### src/rtl/alu_seq_arbiter.sv
// alu_seq_arbiter: round-robin arbiter for two requesters that share one 8-bit ALU.
// Each 16-bit operation (ADD/SUB/OR/AND) is split into two passes. The LO pass handles
// the low bytes, and the HI pass then handles the high bytes using the carry-chained
// ALU function (ADC/SBC). The 16-bit result is returned through a valid/ready
// response channel.
//
// Ports:
//   clk, rst_n                       clock, asynchronous active-low reset
//   reqN_valid/ready/op/a/b          requester N operation handshake (N = 0, 1)
//   rsp_valid/ready/id/result/flags  response handshake, flags = {V,N,C,Z}
//   rsp_err                          illegal-op indication (only with ALU_SEQ_ERR_EN)
//   alu_fsel/opa/opb                 drive the shared 8-bit ALU
//   alu_result/sreg                  ALU outputs, sreg = {V,N,C,Z}
//
// Configuration macro: ALU_SEQ_ERR_EN.
//   Defined:   illegal ops (op[2] set) skip the ALU passes and respond with rsp_err = 1.
//   Undefined: illegal ops execute as ADD16.
module alu_seq_arbiter (
  input  logic        clk,
  input  logic        rst_n,
  input  logic        req0_valid,
  output logic        req0_ready,
  input  logic [2:0]  req0_op,
  input  logic [15:0] req0_a,
  input  logic [15:0] req0_b,
  input  logic        req1_valid,
  output logic        req1_ready,
  input  logic [2:0]  req1_op,
  input  logic [15:0] req1_a,
  input  logic [15:0] req1_b,
  output logic        rsp_valid,
  input  logic        rsp_ready,
  output logic        rsp_id,
  output logic [15:0] rsp_result,
  output logic [3:0]  rsp_flags,
`ifdef ALU_SEQ_ERR_EN
  output logic        rsp_err,
`endif
  output logic [3:0]  alu_fsel,
  output logic [7:0]  alu_opa,
  output logic [7:0]  alu_opb,
  input  logic [7:0]  alu_result,
  input  logic [3:0]  alu_sreg
);

  typedef enum logic [1:0] {StIdle, StLo, StHi, StResp} state_e;

  state_e      state_q, state_d;
  logic        last_q, last_d;      // id served last; reset to 1 so req0 wins first
  logic        id_q, id_d;
  logic [1:0]  op_q, op_d;          // effective op, illegal already folded to ADD
  logic [7:0]  a_hi_q, a_hi_d;
  logic [7:0]  b_hi_q, b_hi_d;
  logic [7:0]  lo_res_q, lo_res_d;
  logic        lo_z_q, lo_z_d;
  logic [3:0]  fsel_q, fsel_d;
  logic [7:0]  opa_q, opa_d;
  logic [7:0]  opb_q, opb_d;
  logic        rsp_valid_q, rsp_valid_d;
  logic        rsp_id_q, rsp_id_d;
  logic [15:0] rsp_result_q, rsp_result_d;
  logic [3:0]  rsp_flags_q, rsp_flags_d;
`ifdef ALU_SEQ_ERR_EN
  logic        err_q, err_d;
`endif

  logic        idle, grant0, grant1, accept;
  logic [2:0]  sel_op;
  logic [1:0]  eff_op;
  logic [15:0] sel_a, sel_b;

  function automatic logic [3:0] lo_fsel(input logic [1:0] op);
    unique case (op)
      2'b00:   lo_fsel = 4'b0001;
      2'b01:   lo_fsel = 4'b0010;
      2'b10:   lo_fsel = 4'b0110;
      default: lo_fsel = 4'b0111;
    endcase
  endfunction

  // Carry-chained variants so the HI pass consumes the LO carry/borrow.
  function automatic logic [3:0] hi_fsel(input logic [1:0] op);
    unique case (op)
      2'b00:   hi_fsel = 4'b0011;
      2'b01:   hi_fsel = 4'b0100;
      2'b10:   hi_fsel = 4'b0110;
      default: hi_fsel = 4'b0111;
    endcase
  endfunction

  always_comb begin
    idle   = (state_q == StIdle);
    grant0 = req0_valid & (~req1_valid | last_q);
    grant1 = req1_valid & (~req0_valid | ~last_q);
    accept = idle & (grant0 | grant1);
    sel_op = grant1 ? req1_op : req0_op;
    sel_a  = grant1 ? req1_a : req0_a;
    sel_b  = grant1 ? req1_b : req0_b;
    eff_op = sel_op[2] ? 2'b00 : sel_op[1:0];
  end

  // Gated by rst_n so no grant is visible while reset is held.
  assign req0_ready = rst_n & idle & grant0;
  assign req1_ready = rst_n & idle & grant1;

  always_comb begin
    state_d      = state_q;
    last_d       = last_q;
    id_d         = id_q;
    op_d         = op_q;
    a_hi_d       = a_hi_q;
    b_hi_d       = b_hi_q;
    lo_res_d     = lo_res_q;
    lo_z_d       = lo_z_q;
    fsel_d       = fsel_q;
    opa_d        = opa_q;
    opb_d        = opb_q;
    rsp_valid_d  = rsp_valid_q;
    rsp_id_d     = rsp_id_q;
    rsp_result_d = rsp_result_q;
    rsp_flags_d  = rsp_flags_q;
`ifdef ALU_SEQ_ERR_EN
    err_d        = err_q;
`endif
    case (state_q)
      StIdle: begin
        if (accept) begin
          last_d  = grant1;
          id_d    = grant1;
          op_d    = eff_op;
          a_hi_d  = sel_a[15:8];
          b_hi_d  = sel_b[15:8];
          state_d = StLo;
          fsel_d  = lo_fsel(eff_op);
          opa_d   = sel_a[7:0];
          opb_d   = sel_b[7:0];
`ifdef ALU_SEQ_ERR_EN
          err_d = sel_op[2];
          if (sel_op[2]) begin
            state_d      = StResp;
            fsel_d       = 4'b0000;
            opa_d        = 8'h00;
            opb_d        = 8'h00;
            rsp_valid_d  = 1'b1;
            rsp_id_d     = grant1;
            rsp_result_d = 16'h0000;
            rsp_flags_d  = 4'b0000;
          end
`endif
        end
      end
      StLo: begin
        lo_res_d = alu_result;
        lo_z_d   = alu_sreg[0];
        state_d  = StHi;
        fsel_d   = hi_fsel(op_q);
        opa_d    = a_hi_q;
        opb_d    = b_hi_q;
      end
      StHi: begin
        rsp_result_d = {alu_result, lo_res_q};
        rsp_flags_d  = {alu_sreg[3:1], alu_sreg[0] & lo_z_q};
        rsp_id_d     = id_q;
        rsp_valid_d  = 1'b1;
        fsel_d       = 4'b0000;
        opa_d        = 8'h00;
        opb_d        = 8'h00;
        state_d      = StResp;
      end
      StResp: begin
        if (rsp_ready) begin
          rsp_valid_d = 1'b0;
          state_d     = StIdle;
        end
      end
      default: state_d = StIdle;
    endcase
  end

  always_ff @(posedge clk or negedge rst_n) begin
    if (!rst_n) begin
      state_q      <= StIdle;
      last_q       <= 1'b1;
      id_q         <= 1'b0;
      op_q         <= 2'b00;
      a_hi_q       <= 8'h00;
      b_hi_q       <= 8'h00;
      lo_res_q     <= 8'h00;
      lo_z_q       <= 1'b0;
      fsel_q       <= 4'b0000;
      opa_q        <= 8'h00;
      opb_q        <= 8'h00;
      rsp_valid_q  <= 1'b0;
      rsp_id_q     <= 1'b0;
      rsp_result_q <= 16'h0000;
      rsp_flags_q  <= 4'b0000;
`ifdef ALU_SEQ_ERR_EN
      err_q        <= 1'b0;
`endif
    end else begin
      state_q      <= state_d;
      last_q       <= last_d;
      id_q         <= id_d;
      op_q         <= op_d;
      a_hi_q       <= a_hi_d;
      b_hi_q       <= b_hi_d;
      lo_res_q     <= lo_res_d;
      lo_z_q       <= lo_z_d;
      fsel_q       <= fsel_d;
      opa_q        <= opa_d;
      opb_q        <= opb_d;
      rsp_valid_q  <= rsp_valid_d;
      rsp_id_q     <= rsp_id_d;
      rsp_result_q <= rsp_result_d;
      rsp_flags_q  <= rsp_flags_d;
`ifdef ALU_SEQ_ERR_EN
      err_q        <= err_d;
`endif
    end
  end

  assign alu_fsel   = fsel_q;
  assign alu_opa    = opa_q;
  assign alu_opb    = opb_q;
  assign rsp_valid  = rsp_valid_q;
  assign rsp_id     = rsp_id_q;
  assign rsp_result = rsp_result_q;
  assign rsp_flags  = rsp_flags_q;
`ifdef ALU_SEQ_ERR_EN
  assign rsp_err    = err_q;
`endif

endmodule

### config.mk
export PLATFORM = sky130hd
export DESIGN_NAME = alu_seq_arbiter
export DESIGN_NICKNAME = d
export VERILOG_FILES = /design/src/rtl/alu_seq_arbiter.sv
export SDC_FILE = /design/constraint.sdc
export NUM_CORES = 1
export LEC_CHECK = 0
export ABC_AREA = 1
export BUFFER_PORTS_ARGS = -buffer_cell sky130_fd_sc_hd__buf_2
export CORE_MARGIN = 1
export CORE_UTILIZATION = 30
export CTS_CLUSTER_SIZE = 16
export DETAILED_ROUTE_END_ITERATION = 8
export SLEW_MARGIN = 20
export SYNTH_ARGS = -nofsm -noshare
export SYNTH_HDL_FRONTEND = slang
export SYNTH_SLANG_ARGS = --single-unit
### constraint.sdc
create_clock -name clk -period 2.5 [get_ports clk]
set_input_delay 0.25 -clock clk [delete_from_list [all_inputs] [get_ports clk]]
set_output_delay 0.25 -clock clk [all_outputs]
set_load 0.02 [all_outputs]
==> results.md, run 1 <==
- Status: finished clean
- Most frequent cells after synthesis: 263 x nand2_1, 71 x dfrtp_1, 55 x inv_1
- Die W: 114 um
- Initial antenna violation count: 0
- Number of synthesized flops with an enable pin: 0
- Worst hold path startpoint: alu_sreg[2]
- FF/Latch Area: 0.00180 mm^2
- Largest cells by area after synthesis: dfrtp_1 47%, nand2_1 26%, inv_1 5.5%
- R2R setup slack: 0.38 ns
- DIE AREA: 0.0130 mm^2
- Detailed placement HPWL: 7090 um
- GR Util All Layers: 15.5%
- Max Freq: 471 MHz
- Final Setup Violations: 0
- Post-layout minimum cycle time: 2.12 ns
- Clock slew at reported path FFs: 0.06 ns
- Area of the multi-input gates: 0.00161 mm^2
- Post-DRT Antenna Nets: 0
- Crit path DAT: 2.37 ns
- Post-synth top area cell: dfrtp_1
- Clock Skews: 0.00676 ns
- Worst vdd ir: 0.410 mV
- Pre-CTS setup slack: 0.401 ns
- Cells along the critical path: nand2_4, nand2_8, o21ai_0, nand2_1, ha_1, o22a_1, o21ai_0
- Setup repair bufs after CTS: 0
- Worst Setup End Kind: register
- Period utilization: 84.8%
- Post-route worst setup slack: 0.379 ns
- Num Clock Sinks: 72
- Actual slew at the worst max-slew pin: 0.914 ns
- Total gr overflow: 0
- FF-to-FF Start: last_q
- Placed cell count: 792
- CTS Hold Bufs: 0
- Cts bufs inserted: 9
- Hold Path End: rsp_flags[2]
- Vias in the first global route: 3452
- Final TNS setup: 0 ns
- # resized after CTS: 0
- Hold violation count in the final report: 0
- Initial core utilization: 31.1%
- WP data required: 2.75 ns
- Vias per inst: 4.32
- H-tree Lvls: 3
- Global-route wire length before repair: 16000 um
- Sequential cell area fraction in the yosys report: 47.9%
- DR WL/cell: 11.8 um
- Clock Tree Root: clkbuf_16
- Slew headroom: 39.1%
- CP startpoint kind: register
- Delay-heaviest family, CP: compound AO/OA/AOI/OAI gates
- CTS tree: built
- Total power: 5.98 mW
- Most used standard cell by instance count after synthesis: nand2_1
- Via count: 3493
- Final Instance Count excl. Fillers: 808
- Worst-case clock buffer depth: 2
- Async S/R FF share, synth: 100%
- Post-Syn Nets: 609
- Slowest stage delay, CP: 0.42 ns
- Synth Cell Area: 0.00377 mm^2
- Max Cap Viol: 0
- Ys Warns: 0
- Distinct cell type count after synthesis: 26
- Worst hold path class: in2reg
- Post-Syn Instances: 511
- Top FF cell, synth: dfrtp_1
- # IOs: 131
- GPL Wtd Cong: 0.805
- Kind of critical path: reg2reg
- Initial drt markers: 207
- Register bit total from synthesis: 72
- CP max stage cell: o21ai_0
- Worst reg2reg path endpoint: alu_fsel[0]
- R2r worst-path depth: 7
- Std-Cell Core Area: 0.0121 mm^2
- Drt pass-1 iters: 4
- Hold Path Stages: 3
- Worst-Skew Late Latency: 0.33 ns
- RSZ-0062 raised after global routing: no
- Avg Inst Size Synth: 7.37 um^2
- Final Max Tran Viols: 0
- DRC: 0
- Largest net degree at the start of global routing: 73
- Layout cell share with drive strength beyond 1: 26.6%
- Share of the synthesized area in the top cell type: 47.2%
- Hold slack: 0.133 ns
- Leakage power: 2.90 nW
- Final wirelength: 9570 um
- WP buf/inv: 0
- CP dominant cell by count: o21ai_0
- Chip Height: 114 um
- Fill cells: 1296
- Area growth, synth to finish: 28.4%
- Port buffer count: 129
- CP Max Fanout: 37
- Row count: 40
- Final #Nets: 733
- Pwr dens: 1240 mW/mm^2
- N_diodes: 0
==> state kept, by name (all words and copies together), names as in the netlist <==
signal and flops:
rsp_flags 4, state_q 2, last_q 1, alu_opb 8
alu_fsel 3, a_hi_q 8, op_q 2, rsp_id 1
rsp_valid 1, alu_opa 8, rsp_result 16, lo_res_q 8
id_q 1, lo_z_q 1, b_hi_q 8
==> worst max path at each step <==
stage	cells after the start	slack (ns)	startpoint	end
finish	7	0.38	last_q	alu_fsel[0]
global route	7	0.14	last_q	alu_fsel[0]
CTS	8	0.38	last_q	alu_fsel[0]
detailed placement	8	0.40	req0_valid	alu_fsel[0]
global placement	12	0.47	last_q	alu_fsel[2]
floorplan	9	0.72	last_q	alu_fsel[0]
==> per-layer routing <==
| metal | vias to the layer above | GRT usage (%) | wire [um] |
|---|---|---|---|
| li1 | 1789 | - | - |
| met1 | 1564 | 20.2 | 4480 |
| met2 | 126 | 25.3 | 4420 |
| met3 | 14 | 2.91 | 494 |
| met4 | 0 | 6.84 | 170 |
| met5 | - | 0 | 0 |
==> metrics by stage <==
| stage | utilization, % | instance area (um^2) |
|---|---|---|
| detailed placement | 37.5 | 4540 |
| finish | 39.9 | 4840 |
| CTS | 39.9 | 4840 |
| global placement | 37.5 | 4540 |
| floorplan | - | 3770 |
| global route | 39.9 | 4840 |
==> cell families after synthesis <==
logic type,Yosys count,synth area share [%]
AOI/OAI and AO/OA,27,3.89
adders and majority gates,11,3.65
buffers and inverters,81,9.50
DFF,72,47.9
muxes,1,0.299
other,1,0.0995
and+or+nand+nor,318,34.7
==> cell usage in the layout, fill, tap and decap left out, drive strengths merged <==
| cell type | count |
|---|---|
| bufinv | 1 |
| nor2 | 3 |
| nand3 | 36 |
| conb | 1 |
| o2bb2ai | 1 |
| mux2 | 1 |
| or2 | 1 |
| nand2 | 277 |
| clkinvlp | 1 |
| ha | 11 |
| o22a | 2 |
| clkbuf | 11 |
| dfstp | 1 |
| nand4 | 1 |
| clkinv | 4 |
| buf | 135 |
| inv | 58 |
| dfrtp | 71 |
| o21ai | 24 |
==> tightest hold or removal path: stages <==
cell and delay, ns:
buf_2 0.07, nand2_1 0.04, nand2_1 0.05
==> power breakdown <==
part | leakage (nW) | total, mW | switching, mW | internal (mW)
Combinational | 1.85 | 2.68 | 1.81 | 0.874
Sequential | 0.898 | 2.02 | 0.288 | 1.73
Clock | 0.145 | 1.28 | 0.483 | 0.798
==> area by class of cell <==
cell class,instances,share of cell area (%)
clock buffers,11,5.02
multi-input cells,358,33.2
well taps,168,4.34
flip-flops and latches,72,37.3
inverters,59,4.68
repair buffers,135,14.3
clock inverters,5,1.16
Power figures use the tool's default switching activity.
==> inputs of run 2 (changes only) <==
==> constraint.sdc (replaced) <==
create_clock -name clk -period 2.02 [get_ports clk]
set_input_delay 0.202 -clock clk [delete_from_list [all_inputs] [get_ports clk]]
set_output_delay 0.202 -clock clk [all_outputs]
set_load 0.02 [all_outputs]
==> run 2 against run 1 <==
Effect of this change:
- clock skew rose by 0.00080 ns
- hold slack got worse by 0.049 ns
- register-to-register slack got worse by 0.17 ns
- highest routed layer unchanged
- sequential cell count did not move
- clock power rose by 37%
- via count fell by 1.2%
- largest power group unchanged
- sequential share of layout area fell by 0.63 points
- global-route usage fell by 0.26 points
- first-iteration DRC count fell by 0.97%
==> results.md, run 2 (synthesized netlist as in run 1, its figures left out) <==
- Hold slack: 0.0836 ns
- Post-DP Area: 0.00457 mm^2
- Initial antenna violation count: 0
- FF-to-FF Start: last_q
- Max reg flops: 16
- Internal: 4.46 mW
- Delay-heaviest family, CP: flip-flops
- DR WL/cell: 11.6 um
- Die W: 114 um
- Num Clock Sinks: 72
- Chip Height: 114 um
- Total gr overflow: 0
- Drt pass-1 iters: 4
- Total power: 7.68 mW
- Worst hold path startpoint: alu_sreg[3]
- Worst reg2reg path endpoint: alu_fsel[0]
- Detailed placement HPWL: 7140 um
- Via count: 3451
- Layout cell share with drive strength beyond 1: 27.1%
- Max Freq: 528 MHz
- Worst-case clock buffer depth: 2
- H-tree Lvls: 3
- Std-Cell Core Area: 0.0121 mm^2
- Clock Power Share: 22.9%
- N_diodes: 0
- Post-DRT Antenna Nets: 0
- Row count: 40
- Cells along the critical path: inv_1, ha_1, nand3_1, nor2_1, buf_2
- WP buf/inv: 2
- Kind of critical path: reg2out
- Period utilization: 93.8%
- Clock Tree Root: clkbuf_16
- Final Setup Violations: 0
- Slew headroom: 58.2%
- Global-route wire length before repair: 15700 um
- Worst-Skew Late Latency: 0.33 ns
- GPL Wtd Cong: 0.755
- CP startpoint kind: register
- Status: finished clean
- Final wirelength: 9410 um
- Fill cells: 1260
- Initial core utilization: 31.1%
- Area growth, synth to finish: 30.6%
- Vias per inst: 4.24
- Port buffer count: 129
- Slowest stage delay, CP: 0.44 ns
- RSZ-0062 raised after global routing: no
- Final #Nets: 738
- # IOs: 131
- Cts bufs inserted: 9
- Sequential Power Share: 32.6%
- Crit path DAT: 1.69 ns
- Max Cap Viol: 0
- Initial drt markers: 205
- DRC: 0
- Clock Skews: 0.00756 ns
- DIE AREA: 0.0130 mm^2
- Most common cell after layout, fill and taps aside: nand2_1
- WP data required: 1.82 ns
- CP max stage cell: dfrtp_1
- Worst Setup End Kind: output pin
- Cell area after layout: 0.00492 mm^2
- Psw: 3.22 mW
- CTS tree: built
- Post-layout minimum cycle time: 1.89 ns
- R2r worst-path depth: 8
- Vias in the first global route: 3413
- Final Max Tran Viols: 0
- Final TNS setup: 0 ns
- Switch share: 41.9%
- Largest net degree at the start of global routing: 50
- Pwr dens: 1560 mW/mm^2
- Most frequent cells in the layout: 263 x nand2_1, 128 x buf_2, 71 x dfrtp_1
- Leakage power: 2.94 nW
- Clock slew at reported path FFs: 0.06 ns
- GR Util All Layers: 15.3%
- Hold Path Stages: 3
- Hold violation count in the final report: 0
- Worst vdd ir: 0.544 mV
- CP Max Fanout: 5
- Hold Path End: rsp_flags[3]
- Actual slew at the worst max-slew pin: 0.626 ns
- Worst hold path class: in2reg
- Comb pwr share: 44.5%
- R2R setup slack: 0.21 ns
-- run 2: cell type report --
type	instances	area [um^2]	area share, %
Timing Repair Buffer	140	733	14.9
Multi-Input combinational cell	358	1610	32.6
Inverter	59	226	4.60
Clock buffer	12	267	5.42
Sequential cell	72	1800	36.6
Clock inverter	4	75.1	1.53
Tap cell	168	210	4.27
-- run 2: repair_timing --
| item | CTS | global route |
|---|---|---|
| hold buffers | 1 | 0 |
| gates resized for setup | 0 | 0 |
| endpoints found under the hold margin | 23 | 0 |
| setup buffers | 0 | 0 |
-- run 2: worst min-delay path, cell delays in order --
cell	delay, ns
buf_2	0.07
nand2_1	0.04
nand2_1	0.05
-- run 2: power groups by stage --
| stage | registers, mW | clock network [mW] | logic [mW] |
|---|---|---|---|
| 2_1_floorplan | 2.91 | 0 | 1.99 |
| 3_3_place_gp | 2.51 | 0 | 3.37 |
| 3_5_place_dp | 2.53 | 0 | 3.46 |
| 4_1_cts | 2.51 | 1.81 | 3.47 |
| 5_1_grt | 2.58 | 1.88 | 3.91 |
| 6_report | 2.50 | 1.76 | 3.42 |
-- run 2: per-stage QoR --
step / utilization (%) / setup slack, ns / instances
6_report: 40.6 / 0.126 / 813
5_1_grt: 40.6 / 0.0403 / 813
4_1_cts: 40.6 / 0.130 / 813
3_5_place_dp: 37.7 / 0.204 / 796
3_3_place_gp: 37.7 / 0.294 / 796
2_1_floorplan: - / 0.238 / 511
-- run 2: worst max path at each step --
stage / from / end / slack, ns / cells after the start
4_1_cts: state_q[0] / req0_ready / 0.13 / 5
2_1_floorplan: last_q / alu_fsel[0] / 0.24 / 9
6_report: state_q[0] / req0_ready / 0.13 / 5
3_5_place_dp: last_q / alu_fsel[0] / 0.20 / 8
5_1_grt: state_q[0] / req0_ready / 0.04 / 5
3_3_place_gp: last_q / alu_fsel[0] / 0.29 / 8
-- run 2: metal layers --
layer  track usage (%)  vias up  share of wire [%]
met4              5.19        0                1.8
li1                  -     1794                  -
met3              3.44       15                5.2
met2              26.3      110                 46
met1              18.9     1532                 47
met5                 0        -                  0
==> inputs of run 3 (changes only) <==
==> constraint.sdc (replaced) <==
create_clock -name clk -period 1.9 [get_ports clk]
set_input_delay 0.19 -clock clk [delete_from_list [all_inputs] [get_ports clk]]
set_output_delay 0.19 -clock clk [all_outputs]
set_load 0.02 [all_outputs]
==> run 3 against run 2 <==
Effect of this change:
- clock skew down 0.0014 ns
- clock power rose by 12%
- sequential cell count did not move
- register-to-register slack worse by 0.04 ns
- routed wire length grew 0.67%
- largest power group unchanged
- highest routed layer unchanged
==> results.md, run 3 (synthesized netlist as in run 1, its figures left out) <==
- Status: finished clean
- Sequential Power Share: 31.8%
- Global-route wire length before repair: 15600 um
- Worst Setup End Kind: output pin
- CP max stage cell: dfrtp_1
- Vias per inst: 4.19
- CTS tree: built
- Detailed placement HPWL: 7060 um
- Most common cell after layout, fill and taps aside: nand2_1
- WP buf/inv: 2
- DR WL/cell: 11.6 um
- Internal: 4.90 mW
- Period utilization: 92.5%
- Cts bufs inserted: 9
- Layout cell share with drive strength beyond 1: 28.4%
- Largest net degree at the start of global routing: 73
- Psw: 3.47 mW
- DIE AREA: 0.0130 mm^2
- Drt pass-1 iters: 4
- Critical Path Source: state_q[0]
- Worst hold path class: in2reg
- Clock slew at reported path FFs: 0.06 ns
- Clock Power Share: 23.6%
- GR Util All Layers: 15.2%
- Final wirelength: 9480 um
- Crit path DAT: 1.57 ns
- Final TNS setup: 0 ns
- Row count: 40
- Max Freq: 569 MHz
- H-tree Lvls: 3
- Area of the multi-input gates: 0.00162 mm^2
- Hold slack: 0.0669 ns
- Most frequent cells in the layout: 261 x nand2_1, 128 x buf_2, 71 x dfrtp_1
- Final Max Tran Viols: 0
- Total gr overflow: 0
- Cells along the critical path: inv_1, ha_2, nand3_2, nor2_1, buf_2
- Worst-Skew Late Latency: 0.32 ns
- Clock Tree Root: clkbuf_16
- Fill cells: 1290
- Initial core utilization: 31.1%
- Initial drt markers: 130
- Port buffer count: 129
- FF/Latch Area: 0.00180 mm^2
- Via count: 3417
- Comb pwr share: 44.6%
- CP startpoint kind: register
- Worst hold path startpoint: alu_sreg[2]
- Max Cap Viol: 0
- Leakage power: 2.96 nW
- Num Clock Sinks: 72
- Final #Nets: 740
- Switch share: 41.4%
- Pwr dens: 1680 mW/mm^2
- Initial antenna violation count: 0
- Final Setup Violations: 0
- RSZ-0062 raised after global routing: no
- Post-DRT Antenna Nets: 0
- Die W: 114 um
- Chip Height: 114 um
- GPL Wtd Cong: 0.733
- CP Max Fanout: 5
- Slowest stage delay, CP: 0.43 ns
- Post-layout minimum cycle time: 1.76 ns
- Worst vdd ir: 0.593 mV
- N_diodes: 0
- Vias in the first global route: 3441
- Hold violation count in the final report: 0
- DRC: 0
- Area growth, synth to finish: 32.6%
- Kind of critical path: reg2out
- Clock Skews: 0.00613 ns
- Worst-case clock buffer depth: 2
- # IOs: 131
- FF-to-FF Start: last_q
- Std-Cell Core Area: 0.0121 mm^2
- WP data required: 1.71 ns
- Delay-heaviest family, CP: flip-flops
- Max reg flops: 16
-- run 3: final cells by class --
class                           instances  share of cell area (%)
Sequential cell                        72                    36.1
Timing Repair Buffer                  141                    15.3
Timing Repair inverter                  1                   0.150
Clock buffer                           11                    5.06
Multi-Input combinational cell        358                    32.5
Inverter                               59                    4.61
Clock inverter                          5                    2.05
Tap cell                              168                    4.21
-- run 3: path summary, 6_finish.rpt --
kind	cells past startpoint	slack, ns	endpoint
setup / recovery	5	0.14	req0_ready
hold / removal	3	0.07	rsp_flags[2]
setup reg to reg	12	0.17	alu_fsel[2]
hold reg to reg	2	0.46	rsp_flags[2]
max in group asynchronous	3	1.14	last_q
min in group asynchronous	3	0.43	rsp_result[10]
-- run 3: repair_timing --
action	in CTS	in global routing
hold endpoints to repair	71	0
gates resized for setup	0	9
hold buffers	1	0
buffers inserted	0	0
setup endpoints to repair	0	15
-- run 3: per-layer routing --
layer	wire (um)	GRT usage, %	vias to the layer above
li1	-	-	1801
met5	0	0	-
met4	59	3.72	0
met1	4420	18.3	1510
met2	4490	26.7	102
met3	513	4.39	4
-- run 3: power by group through the flow --
stage	combinational, mW	clock (mW)	sequential, mW
after CTS	3.74	2.02	2.67
after floorplan	2.12	0	3.09
after global routing	4.28	2.08	2.75
final	3.74	1.97	2.66
after global placement	3.63	0	2.67
after detailed placement	3.72	0	2.69
-- run 3: per-stage QoR --
step	instances	utilization, %	area (um^2)	worst slack (ns)	power (mW)
final	815	41.2	4990	0.143	8.37
after global placement	797	38.0	4600	0.173	6.30
after CTS	814	41.0	4970	0.0127	8.43
after detailed placement	797	38.0	4600	0.108	6.42
after floorplan	511	-	3770	0.118	5.21
after global routing	815	41.2	4990	0.0222	9.10
-- run 3: worst reg2reg max path, stage by stage (launching register included) --
cell and delay, ns:
dfstp_2 0.55, nand2_4 0.07, nand2_8 0.08, inv_4 0.09, nand2_1 0.08, nand2_1 0.08
nand2_2 0.10, inv_1 0.04, ha_1 0.17, o21ai_0 0.14, o21ai_0 0.11, nand2_1 0.08
nand2_1 0.04
